File: config.mk
export PLATFORM = sky130hd
export DESIGN_NAME = display_feeder
export DESIGN_NICKNAME = d
export VERILOG_FILES = /design/src/rtl/display_feeder.sv
export SDC_FILE = /design/constraint.sdc
export NUM_CORES = 1
export LEC_CHECK = 0
export CORE_ASPECT_RATIO = 2
export CORE_MARGIN = 3
export CORE_UTILIZATION = 30
export DETAILED_ROUTE_END_ITERATION = 16
export HOLD_SLACK_MARGIN = 0.12
export PLACE_DENSITY = 0.67
export SETUP_SLACK_MARGIN = 0.2
export SYNTH_ARGS = -nofsm -noshare
export SYNTH_HDL_FRONTEND = slang
export SYNTH_SLANG_ARGS = --single-unit
File: constraint.sdc
create_clock -name clk -period 2.7 [get_ports clk]
set_input_delay 0.81 -clock clk [delete_from_list [all_inputs] [get_ports clk]]
set_output_delay 0.81 -clock clk [all_outputs]
set_load 0.02 [all_outputs]
File: src/rtl/display_feeder.sv
// display_feeder: debounced page selector feeding a 32-bit word to a 7-seg scanner.
// Ports: clk, rst (async low), btn_next, hold, src0..src3 in; data, page, banner out.
module display_feeder #(
  parameter int unsigned DEBOUNCE_CYCLES = 200000,
  parameter int unsigned BANNER_CYCLES   = 10000000
) (
  input  logic        clk,
  input  logic        rst,
  input  logic        btn_next,
  input  logic        hold,
  input  logic [31:0] src0,
  input  logic [31:0] src1,
  input  logic [31:0] src2,
  input  logic [31:0] src3,
  output logic [31:0] data,
  output logic [1:0]  page,
  output logic        banner
);

  localparam int DW = $clog2(DEBOUNCE_CYCLES + 1);
  localparam int BW = $clog2(BANNER_CYCLES + 1);
  localparam logic [DW-1:0] DB_LAST = DW'(DEBOUNCE_CYCLES - 1);
  localparam logic [BW-1:0] BN_LOAD = BW'(BANNER_CYCLES - 1);

  typedef enum logic [1:0] {
    IDLE,
    PRESS_WAIT,
    PRESSED,
    RELEASE_WAIT
  } db_state_e;

  logic            btn_s1_q, btn_s2_q;
  logic            hold_s1_q, hold_s2_q;
  logic [1:0]      vld_q, vld_d;
  logic            armed_q, armed_d;
  db_state_e       state_q, state_d;
  logic [DW-1:0]   cnt_q, cnt_d;
  logic            next_pulse;
  logic            take;
  logic [1:0]      page_q, page_d;
  logic            banner_q, banner_d;
  logic [BW-1:0]   bcnt_q, bcnt_d;
  logic [31:0]     data_q, data_d;
  logic [31:0]     src_sel;

  always_ff @(posedge clk or negedge rst) begin
    if (!rst) begin
      btn_s1_q  <= 1'b0;
      btn_s2_q  <= 1'b0;
      hold_s1_q <= 1'b0;
      hold_s2_q <= 1'b0;
    end else begin
      btn_s1_q  <= btn_next;
      btn_s2_q  <= btn_s1_q;
      hold_s1_q <= hold;
      hold_s2_q <= hold_s1_q;
    end
  end

  // The synchronizer shows reset zeros for two cycles; only a real
  // released sample after that arms the debouncer, so a button held
  // through reset never produces a step.
  always_comb begin
    vld_d   = {vld_q[0], 1'b1};
    armed_d = armed_q | (vld_q[1] & ~btn_s2_q);
  end

  always_comb begin
    state_d    = state_q;
    cnt_d      = cnt_q;
    next_pulse = 1'b0;
    unique case (state_q)
      IDLE: begin
        cnt_d = '0;
        if (btn_s2_q && armed_q) state_d = PRESS_WAIT;
      end
      PRESS_WAIT: begin
        if (!btn_s2_q) begin
          state_d = IDLE;
        end else if (cnt_q == DB_LAST) begin
          state_d    = PRESSED;
          next_pulse = 1'b1;
        end else begin
          cnt_d = cnt_q + DW'(1);
        end
      end
      PRESSED: begin
        if (!btn_s2_q) begin
          state_d = RELEASE_WAIT;
          cnt_d   = '0;
        end
      end
      RELEASE_WAIT: begin
        if (btn_s2_q) begin
          state_d = PRESSED;
        end else if (cnt_q == DB_LAST) begin
          state_d = IDLE;
        end else begin
          cnt_d = cnt_q + DW'(1);
        end
      end
      default: state_d = IDLE;
    endcase
  end

  always_comb begin
    unique case (page_q)
      2'd0:    src_sel = src0;
      2'd1:    src_sel = src1;
      2'd2:    src_sel = src2;
      default: src_sel = src3;
    endcase
  end

  // Banner word uses next-cycle page so it lines up with banner.
  always_comb begin
    take     = next_pulse & ~hold_s2_q;
    page_d   = page_q;
    banner_d = banner_q;
    bcnt_d   = bcnt_q;
    if (take) begin
      page_d   = page_q + 2'd1;
      banner_d = 1'b1;
      bcnt_d   = BN_LOAD;
    end else if (banner_q) begin
      if (bcnt_q == '0) banner_d = 1'b0;
      else              bcnt_d   = bcnt_q - BW'(1);
    end
    if (banner_d)       data_d = {28'hFFF_FFFF, 2'b00, page_d};
    else if (hold_s2_q) data_d = data_q;
    else                data_d = src_sel;
  end

  always_ff @(posedge clk or negedge rst) begin
    if (!rst) begin
      vld_q    <= '0;
      armed_q  <= 1'b0;
      state_q  <= IDLE;
      cnt_q    <= '0;
      page_q   <= '0;
      banner_q <= 1'b0;
      bcnt_q   <= '0;
      data_q   <= '0;
    end else begin
      vld_q    <= vld_d;
      armed_q  <= armed_d;
      state_q  <= state_d;
      cnt_q    <= cnt_d;
      page_q   <= page_d;
      banner_q <= banner_d;
      bcnt_q   <= bcnt_d;
      data_q   <= data_d;
    end
  end

  assign data   = data_q;
  assign page   = page_q;
  assign banner = banner_q;

endmodule

==> impl_summary.txt, run 1 <==
----------------------------------------------------
[Placement]
  Detailed-placement wirelength estimate ... ~11,000 um
  Number of I/O port buffers ... 166
  Placement-stage cell area ... slightly below 7000 um2
  Placer's final routability congestion estimate ... 0.8697
  Dpl ws ... 310.2 ps

[Yosys]
  Synthesized instance count ... a little under 500
  Number of library cell types mapped by synthesis ... 52
  Leading cell type by number of instances after synthesis ... sky130_fd_sc_hd__dfrtp_1
  Netlist area before placement ... about 4800 um2
  Number of synthesized flops with an enable pin ... 0
  YS warnings ... 0
  Synth area leader ... sky130_fd_sc_hd__dfrtp_1
  Number of nets in the synthesized netlist ... 631
  Biggest area contributors in the synthesized netlist ... sky130_fd_sc_hd__dfrtp_1 (44%), sky130_fd_sc_hd__a222oi_1 (6.6%), sky130_fd_sc_hd__o211a_1 (6.0%)
  Seq/Total Area, Yosys ... 0.4440
  Mean cell area of the mapped netlist ... 9.852 um2
  Async set-reset flop share out of synthesis ... 1.000
  Prevailing post-synth register cell ... sky130_fd_sc_hd__dfrtp_1
  Number of register bits inferred by synthesis ... 86
  Area share of the leading cell type in the synthesized netlist ... 0.4440
  Commonest cells post-synth ... sky130_fd_sc_hd__dfrtp_1 (86), sky130_fd_sc_hd__nand2_1 (59), sky130_fd_sc_hd__a222oi_1 (32)

[Worst setup path]
  Critical Path Source Type ... flop
  Data required time at the worst endpoint ... slightly below 3000 ps
  CP max stage cell ... sky130_fd_sc_hd__or4_4
  Classification of the worst setup path ... reg2reg
  Highest fanout seen on the critical path ... 6
  Critical path's largest stage delay ... between 500 and 600 ps
  Critical path cell sequence ... or4_4, or4_1, or3_4, or4_1, a21oi_1
  Most numerous cell on the critical path ... sky130_fd_sc_hd__or4_1
  Crit. End Element ... flop
  Data arrival at the endpoint of the critical path ... around 2600 ps

[Drt]
  Avg WL per Cell ... 17.51 um
  Antenna Violating Nets Remaining ... 0
  Average vias per placed instance ... between 5 and 6
  Count of vias placed by the detailed router ... ~4.7k
  Drt initial violations ... around 300
  Remaining design rule violation count ... 0
  Aggregate routed wire length ... roughly 15,000 um
  TritonRoute pass-1 iters ... 6

[Floorplanning]
  Area enclosed by the die boundary ... approximately 18,000 um2
  Initial standard-cell utilization of the core ... 0.3072
  Std cell rows ... 65
  Die W ... 95.88 um
  Die H ... around 190 um
  # IOs ... approximately 170
  Core Footprint ... 15,780 um2

[Cells and area]
  Sequential Area ... approximately 2200 um2
  Final instance area ... 7092 um2
  # fillers ... 1,499
  Synthesis-to-layout area growth ... 46.31%
  Fraction of final layout cells with drive strength greater than 1 ... 0.08524
  Antenna diode count ... 0
  Final #Nets ... 792
  Area of the multi-input gates ... 2509 um2

[Clocking]
  Clock Sink Count ... 86
  Post-CTS repair timing setup buffer count ... 0
  Max H-tree Level ... 3
  Number of buffers between clock root and the deepest sink ... 2
  Clk root buf ... sky130_fd_sc_hd__clkbuf_16
  Clock Pin Slew Worst Setup and Hold Paths ... around 60 ps
  CTS Buf Count ... 9
  Number of hold buffers added after cts ... 0
  Skew-Pair Late Insertion Delay ... ~330 ps
  TritonCTS clock tree ... yes

[Flow run]
  Max capacitance violation total ... 0

[Pwr]
  Power per unit of standard cell area ... 482.2 nW/um2
  Leakage Power ... 3.294 nW
  Maximum resistive drop on vdd ... between 0.3 and 0.4 mV
  Total chip power ... roughly 3.4 mW

[Global routing]
  All-Layer GR Usage ... 0.1610
  Via count of the first global-routing pass ... 4,631
  Maximum number of pins on one net before global-route repair ... 60
  Initial antenna violation count ... 0
  GR Overflow Total ... 0
  First-pass GRT wire length ... 22,850 um

[STA]
  Worst hold slack ... 348.3 ps
  Slew of the pin with the lowest slew margin ... 901.7 ps
  Sum of negative setup slack ... 0 ps
  Unrepaired setup endpoints after global routing ... no
  Tcrit/Tclk final ... 0.8864
  Worst slew slack as a fraction of its limit ... 0.3980
  Maximum achievable frequency ... about 420 MHz
  Setup skew after layout ... between 8 and 9 ps
  Final-report max-slew violation count ... 0
  Clock period minus worst slack ... 2393 ps
  Setup ws final ... a little over 300 ps
  Endpoints failing setup ... 0
  Number of endpoints with negative hold slack in the final report ... 0

[Run status]
  Status ... finished, final reports clean

[Hold path]
  Hold WC Path Type ... reg2reg

----------------------------------------------------
## worst paths after layout
path | end | slack, ps | cells past startpoint | from
min | vld_q[1]$_DFF_PN0_ | 350 | 0 | vld_q[0]$_DFF_PN0_
min reg2reg | vld_q[1]$_DFF_PN0_ | 350 | 0 | vld_q[0]$_DFF_PN0_
max reg2reg | bcnt_q[17]$_DFFE_PN0P_ | 310 | 5 | bcnt_q[8]$_DFFE_PN0P_
max in group asynchronous | data[31]$_DFFE_PN0P_ | 1640 | 2 | rst
min in group asynchronous | bcnt_q[18]$_DFFE_PN0P_ | 430 | 1 | rst
max | bcnt_q[17]$_DFFE_PN0P_ | 310 | 5 | bcnt_q[8]$_DFFE_PN0P_
## layer usage
metal / vias up / routed length [um] / global-route usage / part of all wire
met5: - / 0 / 0 / 0
met4: 0 / 212 / 0.05131 / 0.014
met3: 15 / 1148 / 0.02953 / 0.076
met2: 184 / 8294 / 0.3123 / 0.55
met1: 2264 / 5370 / 0.1683 / 0.36
li1: 2223 / - / - / -
## where the power goes
group	switching, mW	internal [mW]	leakage, nW
sequential	0.0743	1.37	1.12
combinational	0.341	0.409	2.03
clock	0.467	0.762	0.149
## cells by family after synthesis
group                    synth area share
AND/OR/NAND/NOR                    0.1887
adder cells (fa/ha/maj)           0.01807
other                           0.0007737
XOR/XNOR                          0.03795
multiplexers                      0.01316
buffers and inverters             0.03924
AO/OA/AOI/OAI                      0.2581
flip-flops                         0.4440
## sequential cells by signal, summed over array words and instances (netlist names), named ones only
register / count
data: 32
bcnt_q: 24
cnt_q: 18
page: 2
vld_q: 2
armed_q: 1
banner: 1
btn_s1_q: 1
btn_s2_q: 1
hold_s1_q: 1
hold_s2_q: 1
state_q: 1
## through the flow
step             util  instances
6_report       0.4495        858
5_1_grt        0.4495        858
4_1_cts        0.4492        858
3_5_place_dp   0.4302        843
3_3_place_gp   0.4302        843
2_1_floorplan       -        492
## cell type report
cell class,instances,share of cell area
Clock buffer,12,0.03617
Clock inverter,3,0.006175
Inverter,8,0.004234
Multi-Input combinational cell,360,0.3537
Sequential cell,86,0.3035
Tap cell,201,0.03546
Timing Repair Buffer,188,0.2608
## cells in the final DEF, fill, tap and decap left out, types with 14 or more instances in the layout
cell                              count
sky130_fd_sc_hd__nand3_1             22
sky130_fd_sc_hd__o21ai_0             14
sky130_fd_sc_hd__a222oi_1            32
sky130_fd_sc_hd__clkdlybuf4s50_1    165
sky130_fd_sc_hd__a211o_1             28
sky130_fd_sc_hd__dfrtp_1             86
sky130_fd_sc_hd__nand2_1             59
sky130_fd_sc_hd__buf_4               21
sky130_fd_sc_hd__nor2_1              28
sky130_fd_sc_hd__o211a_1             29
## worst max-delay path: cells and delay by family, from the launching register on
| kind | cells | cell delay (ps) |
|---|---|---|
| compound gates | 1 | 140 |
| flops | 1 | 420 |
| simple gates | 4 | 1770 |
## what timing repair did
item,CTS,global route
hold endpoints to repair,0,0
resized for setup,0,2
setup endpoints to repair,0,12
Power figures use the tool's default switching activity.
==> run 2: changes to the inputs <==
Settings changed: SLEW_MARGIN set to 0.
==> results of run 2 <==
The final DEF is identical to that of run 1; final timing and power are the same.
